==> src/rtl/branch_ctrl.sv <==
// Control-transfer sequencer for the execute stage: resolves branch/JAL/JALR through
// the shared comparator, redirects fetch, flushes younger stages, or raises a trap.
module branch_ctrl #(
    parameter int XLEN         = 32,
    parameter int FLUSH_CYCLES = 2
) (
    input  logic            clk,
    input  logic            rst,
    input  logic            br_valid,
    output logic            br_ready,
    input  logic [1:0]      br_kind,
    input  logic [2:0]      br_funct3,
    input  logic [XLEN-1:0] br_pc,
    input  logic [XLEN-1:0] br_imm,
    input  logic [XLEN-1:0] br_rs1,
    input  logic [XLEN-1:0] br_rs2,
    output logic [XLEN-1:0] cmp_x,
    output logic [XLEN-1:0] cmp_y,
    output logic [2:0]      cmp_funct3,
    input  logic            cmp_out,
    output logic            redirect_valid,
    input  logic            redirect_ready,
    output logic [XLEN-1:0] redirect_pc,
    output logic            flush,
    output logic            link_valid,
    output logic [XLEN-1:0] link_data,
    output logic            exc_valid,
    output logic            exc_cause,
    output logic [XLEN-1:0] exc_tval,
    output logic            busy
);

    // state    | meaning
    // IDLE     | waiting for an op, br_ready high
    // RESOLVE  | comparator settles on registered operands, outcome decided
    // REDIRECT | redirect_valid held until fetch accepts
    // FLUSH    | flush asserted while the counter runs down
    // EXC      | one-cycle exception pulse to the trap unit
    typedef enum logic [2:0] {
        S_IDLE,
        S_RESOLVE,
        S_REDIRECT,
        S_FLUSH,
        S_EXC
    } state_t;

    localparam int CW = (FLUSH_CYCLES > 0) ? $clog2(FLUSH_CYCLES + 1) : 1;
    localparam logic [1:0] K_BRANCH = 2'b00;
    localparam logic [1:0] K_JALR   = 2'b10;
    localparam logic [1:0] K_RSVD   = 2'b11;

    state_t          state, state_d;
    logic [CW-1:0]   cnt, cnt_d;
    logic [1:0]      kind, kind_d;
    logic [XLEN-1:0] pc, pc_d, imm, imm_d;

    logic [XLEN-1:0] cmp_x_d, cmp_y_d, redirect_pc_d, link_data_d, exc_tval_d;
    logic [2:0]      cmp_funct3_d;
    logic            redirect_valid_d, flush_d, link_valid_d, exc_valid_d, exc_cause_d;

    logic            taken, illegal, misaligned;
    logic [XLEN-1:0] jalr_sum, target;

    // Outcome of the op currently held in the operand registers.
    always_comb begin
        illegal    = (kind == K_RSVD) || ((kind == K_BRANCH) && (cmp_funct3[2:1] == 2'b01));
        taken      = (kind == K_BRANCH) ? cmp_out : 1'b1;
        jalr_sum   = cmp_x + imm;
        target     = (kind == K_JALR) ? {jalr_sum[XLEN-1:1], 1'b0} : pc + imm;
        misaligned = taken && target[1];
    end

    always_comb begin
        state_d          = state;
        cnt_d            = cnt;
        kind_d           = kind;
        pc_d             = pc;
        imm_d            = imm;
        cmp_x_d          = cmp_x;
        cmp_y_d          = cmp_y;
        cmp_funct3_d     = cmp_funct3;
        redirect_valid_d = redirect_valid;
        redirect_pc_d    = redirect_pc;
        flush_d          = 1'b0;
        link_valid_d     = 1'b0;
        link_data_d      = link_data;
        exc_valid_d      = 1'b0;
        exc_cause_d      = exc_cause;
        exc_tval_d       = exc_tval;

        case (state)
            S_IDLE: begin
                if (br_valid) begin
                    kind_d       = br_kind;
                    pc_d         = br_pc;
                    imm_d        = br_imm;
                    cmp_x_d      = br_rs1;
                    cmp_y_d      = br_rs2;
                    cmp_funct3_d = br_funct3;
                    state_d      = S_RESOLVE;
                end
            end
            S_RESOLVE: begin
                if (illegal) begin
                    exc_valid_d = 1'b1;
                    exc_cause_d = 1'b1;
                    exc_tval_d  = '0;
                    state_d     = S_EXC;
                end else if (misaligned) begin
                    exc_valid_d = 1'b1;
                    exc_cause_d = 1'b0;
                    exc_tval_d  = target;
                    state_d     = S_EXC;
                end else if (taken) begin
                    redirect_valid_d = 1'b1;
                    redirect_pc_d    = target;
                    link_valid_d     = (kind != K_BRANCH);
                    link_data_d      = pc + XLEN'(4);
                    state_d          = S_REDIRECT;
                end else begin
                    state_d = S_IDLE;
                end
            end
            S_REDIRECT: begin
                if (redirect_ready) begin
                    redirect_valid_d = 1'b0;
                    if (FLUSH_CYCLES == 0) begin
                        state_d = S_IDLE;
                    end else begin
                        flush_d = 1'b1;
                        cnt_d   = CW'(FLUSH_CYCLES);
                        state_d = S_FLUSH;
                    end
                end
            end
            S_FLUSH: begin
                if (cnt == CW'(1)) begin
                    state_d = S_IDLE;
                end else begin
                    flush_d = 1'b1;
                    cnt_d   = cnt - CW'(1);
                end
            end
            S_EXC: begin
                state_d = S_IDLE;
            end
            default: begin
                state_d = S_IDLE;
            end
        endcase
    end

    always_ff @(posedge clk or posedge rst) begin
        if (rst) begin
            state          <= S_IDLE;
            cnt            <= '0;
            kind           <= '0;
            pc             <= '0;
            imm            <= '0;
            cmp_x          <= '0;
            cmp_y          <= '0;
            cmp_funct3     <= '0;
            redirect_valid <= 1'b0;
            redirect_pc    <= '0;
            flush          <= 1'b0;
            link_valid     <= 1'b0;
            link_data      <= '0;
            exc_valid      <= 1'b0;
            exc_cause      <= 1'b0;
            exc_tval       <= '0;
        end else begin
            state          <= state_d;
            cnt            <= cnt_d;
            kind           <= kind_d;
            pc             <= pc_d;
            imm            <= imm_d;
            cmp_x          <= cmp_x_d;
            cmp_y          <= cmp_y_d;
            cmp_funct3     <= cmp_funct3_d;
            redirect_valid <= redirect_valid_d;
            redirect_pc    <= redirect_pc_d;
            flush          <= flush_d;
            link_valid     <= link_valid_d;
            link_data      <= link_data_d;
            exc_valid      <= exc_valid_d;
            exc_cause      <= exc_cause_d;
            exc_tval       <= exc_tval_d;
        end
    end

    // br_ready stays low while reset is held so nothing is accepted mid-reset.
    assign br_ready = (state == S_IDLE) && !rst;
    assign busy     = (state != S_IDLE);

endmodule
==> config.mk <==
export PLATFORM = sky130hd
export DESIGN_NAME = branch_ctrl
export DESIGN_NICKNAME = d
export VERILOG_FILES = /design/src/rtl/branch_ctrl.sv
export SDC_FILE = /design/constraint.sdc
export NUM_CORES = 1
export LEC_CHECK = 0
export CAP_MARGIN = 20
export CORE_ASPECT_RATIO = 0.6
export CORE_MARGIN = 2
export CORE_UTILIZATION = 45
export CTS_CLUSTER_DIAMETER = 40
export DETAILED_ROUTE_END_ITERATION = 10
export MAX_ROUTING_LAYER = met4
export PLACE_DENSITY = 0.76
export SETUP_SLACK_MARGIN = 0.2
export SLEW_MARGIN = 20
export SYNTH_ARGS = -nofsm -noshare
export SYNTH_HDL_FRONTEND = slang
export SYNTH_SLANG_ARGS = --single-unit
==> constraint.sdc <==
create_clock -name clk -period 9 [get_ports clk]
set_clock_uncertainty 0.1 [all_clocks]
set_input_delay 2.25 -clock clk [delete_from_list [all_inputs] [get_ports clk]]
set_output_delay 2.25 -clock clk [all_outputs]
set_load 0.01 [all_outputs]
After elaboration in Yosys (flattened, before gate mapping)
Index checks and enable logic that the tools add are counted.
{"block": "word_totals", "word_cells": 85, "ff_bits": 239, "in_bits": 138}
{"block": "classes", "n_reduce_logical": 18, "add_sub_neg": 4, "bitwise": 2, "mux": 31, "eq_ne": 14}
{"op": "$mux 32", "n": 3}
{"op": "$add 32x32->32", "n": 2}
{"op": "$add 32x3->32 const B", "n": 1}
{"op": "$mux 1", "n": 16}
{"op": "$mux 3", "n": 5}
{"op": "$ne 2x2->1 const B", "n": 7}
{"op": "$pmux 3 s4", "n": 1}
{"op": "$reduce_bool 2->1", "n": 4}
{"op": "$eq 3x2->1 const B", "n": 2}
{"op": "$mux 2", "n": 3}
{"op": "$reduce_and 3->1", "n": 2}
{"op": "$reduce_and 5->1", "n": 1}
{"op": "$eq 2x1->1 const B", "n": 2}
{"op": "$eq 2x2->1 const B", "n": 2}
{"op": "$pmux 1 s2", "n": 2}
{"op": "$pmux 2 s2", "n": 1}
{"op": "$reduce_and 2->1", "n": 2}
{"op": "$reduce_and 4->1", "n": 1}
{"op": "$eq 3x1->1 const B", "n": 1}
{"op": "$logic_and 1x1->1", "n": 3}
{"op": "$logic_not 3->1", "n": 1}
{"op": "$reduce_bool 3->1", "n": 1}
{"op": "$logic_not 2->1", "n": 1}
{"op": "$not 1->1", "n": 2}
{"op": "3 further kinds", "n": 3}

Depth between registers and ports, before layout
{"block": "logic_depth", "ltp_word": 6, "depth_mapped": 12}

Worst setup path after synthesis
No wires, ideal clock.
{"block": "synth_timing", "path_kind": "input to output", "from": "input port rst", "to": "output port br_ready", "stages": 1, "t_arrival_ps": 2419, "setup_slack_ps": 4231, "cell_sequence": "nor2_1"}
{"block": "synth_between", "elab_chain_cells": 2}
{"element": "start, declared", "line_no": "8", "rtl": "input logic rst,"}
{"element": "$logic_not 1->1", "line_no": "192", "rtl": "assign br_ready = (state == S_IDLE) && !rst;"}
{"element": "$logic_and 1x1->1", "line_no": "192"}
{"element": "end, declared", "line_no": "10", "rtl": "output logic br_ready,"}
No other way between the ends.

Final worst setup path
Ends and elaborated chain as after synthesis.

==> impl_results.md <==
* DR top layer: met4
* Synthesis-to-finish area growth at 33.3%
* Worst Max-Slew Pin Slew at 1.28 ns
* Gr usage total at 26.9%
* Vias at 10.9k
* Layout cells sized above 1 at 13.2%
* Top_reg_cell synth: dfrtp_1
* Worst Path Required at 6.65 ns
* Fin crit period at 5.72 ns
* Nets at 1,759
* Outcome: finished clean
* Largest cells by area after synthesis: dfrtp_1, mux2_2, ha_1
* CTS Buf Count at 28
* Multi-input gate area in the final layout at 0.00676 mm^2
* Maximum vdd drop at 0.186 mV
* Via density per instance at 5.61
* Startpoint Class: primary input
* Die X at 224 um
* Mapped Avg Cell Area at 10.2 um^2
* Longest Clk Path Bufs at 3
* Pre-Repair DR Iteration Count at 6
* Worst-Skew Late Latency at 0.55 ns
* WL met3 at 3840 um
* Placed cells at 1,901
* Vias in the first global route at 10.6k
* PD cells at 482 mW/mm^2
* GRT Residual Overflow at 0
* Post-synth ARST share at 100%
* Total die area at 0.0304 mm^2
* Met2 WL at 16,100 um
* Worst hold slack at 0.379 ns
* Number of distinct library cells after synthesis at 78
* Synthesized instance count at 1,273
* Chip Height at 136 um
* Number of synthesized flops with an enable pin at 0
* CP max stage delay at 0.54 ns
* WL met1 at 19,400 um
* Cell mode on critical path: clkdlybuf4s50_1
* Register area at 0.00598 mm^2
* Largest fanout on the critical path at 2
* Worst Hold Class: register to register
* Clk sinks at 239
* Slew HR at 12.5%
* Ports at 308
* Critical path cell sequence: clkdlybuf4s50_1 > nor2_1 > clkdlybuf4s50_1
* Most common cell in the netlist: dfrtp_1
* Non-filler cells, final at 1,952
* Initial Util at 45.5%
* DP Wirelength at 30,300 um
* Endpoints failing setup at 0
* Max-Cap Viols at 0
* Reg clk slew, reported paths at 0.06 ns
* Fmax at 175 MHz
* Final WL at 39,900 um
* DRT antenna net count at 0
* CTS H-Tree Depth at 1
* Post-CTS Setup Bufs at 0
* Largest net degree at the start of global routing at 113
* CTS resizes at 0
* Crit Path Category: primary input to output pin
* Top cell type's share of synthesized area at 45.9%
* Synthesized cell area at 0.0130 mm^2
* Synth top cells by count: dfrtp_1, nand2_1, mux2_2
* Antenna diodes at 0
* Synthesized flop and latch total at 239
* Post-synthesis sequential area ratio at 45.9%
* Yosys warnings at 0
* R2R Setup Slk at 5.40 ns
* # port buffers at 307
* Unrepaired setup endpoints after global routing: no
* CTS tree: yes
* Filler cell count at 2,398
* CP Data Arrival Time at 3.37 ns
* # DRC at 0
* Final slew viol count at 0
* Clock root buffer master: clkbuf_16
* Hold Fails Final Rpt at 0
* Area of the core at 0.0286 mm^2
* Hold-fix buffers at CTS at 0
* CP Capture Type: output pin
* Setup_tns at 0 ns
* RePlAce Congestion at 0.995
* Global-route wire length before repair at 61,700 um
* Post-DR wirelength/cell at 20.5 um
* Crit-path slowest cell: clkdlybuf4s50_1
* Area leader, netlist: dfrtp_1
* Lkg Pwr at 0.00742 uW
* Number of antenna violations at the first check in global routing at 0
* Drt first-iter violations at 965
* Final period utilization at 63.6%
* Row cnt at 48
* Syn Nets at 1,476
## final timing paths
path                                from               to  cells past startpoint
min reg2reg                link_data[16]    link_data[16]                      2
max                                  rst         br_ready                      3
min in group asynchronous            rst        cmp_y[21]                      3
min                        link_data[16]    link_data[16]                      2
max in group asynchronous            rst     exc_tval[20]                      4
max reg2reg                       imm[0]  redirect_pc[30]                     12
## per-layer routing
layer	track usage (%)	vias up
met5	-	-
met4	4.81	0
met3	7.61	49
met2	37.1	430
met1	39.6	5343
li1	-	5123
## cells by family (layout without fill, tap and decap cells)
family,Yosys count,count (layout),synth area share [%]
adder cells (fa/ha/maj),65,65,6.35
AO/OA/AOI/OAI,325,325,16.1
AND/OR/NAND/NOR,341,341,11.9
flip-flops,239,239,45.9
buffers and inverters,84,388,2.49
XOR/XNOR,84,84,5.64
multiplexers,135,135,11.6
## critical path, delay by kind of cell
| kind | cells | cell delay [ns] |
|---|---|---|
| buf+inv | 2 | 1.00 |
| simple gates | 1 | 0.12 |
## cell type report
cell class,instances,share of cell area (%)
inverters,23,0.519
flip-flops and latches,239,34.4
repair buffers,314,18.1
clock buffers,36,4.32
well taps,375,2.70
multi-input cells,950,38.9
clock inverters,15,1.07
## registers in the layout, summed over array words and instances (netlist names), 3 cells and up
register     count
cmp_funct3       3
cmp_x           32
cmp_y           32
exc_tval        32
imm             32
link_data       32
pc              32
redirect_pc     32
state            3
## power by group
part / total (uW) / switching [uW] / internal, uW / leakage (uW)
registers: 2050 / 462 / 1580 / 0.00292
logic: 5190 / 2890 / 2300 / 0.00406
clock network: 1140 / 484 / 660 / 0.000446
## cell usage in the layout (no fill, tap or decap), types with 14 or more instances in the layout
master	count
a21o_1	37
a21oi_1	68
and3_1	18
clkbuf_16	28
clkdlybuf4s50_1	307
dfrtp_1	239
ha_1	63
inv_1	21
mux2_2	129
nand2_1	163
nand3_1	30
nand4_1	14
nor2_1	61
o21ai_0	114
xnor2_1	45
xor2_1	39
## through the flow
stage	worst slack, ns	cell area (um^2)	utilization, %	power (uW)
floorplan	3.52	13000	-	5270
global placement	3.28	16400	57.3	7040
detailed placement	3.27	16400	57.3	7140
CTS	3.27	17400	60.6	8340
global route	3.22	17400	60.6	8960
finish	3.28	17400	60.6	8380
(Power assumes the default switching activity.)
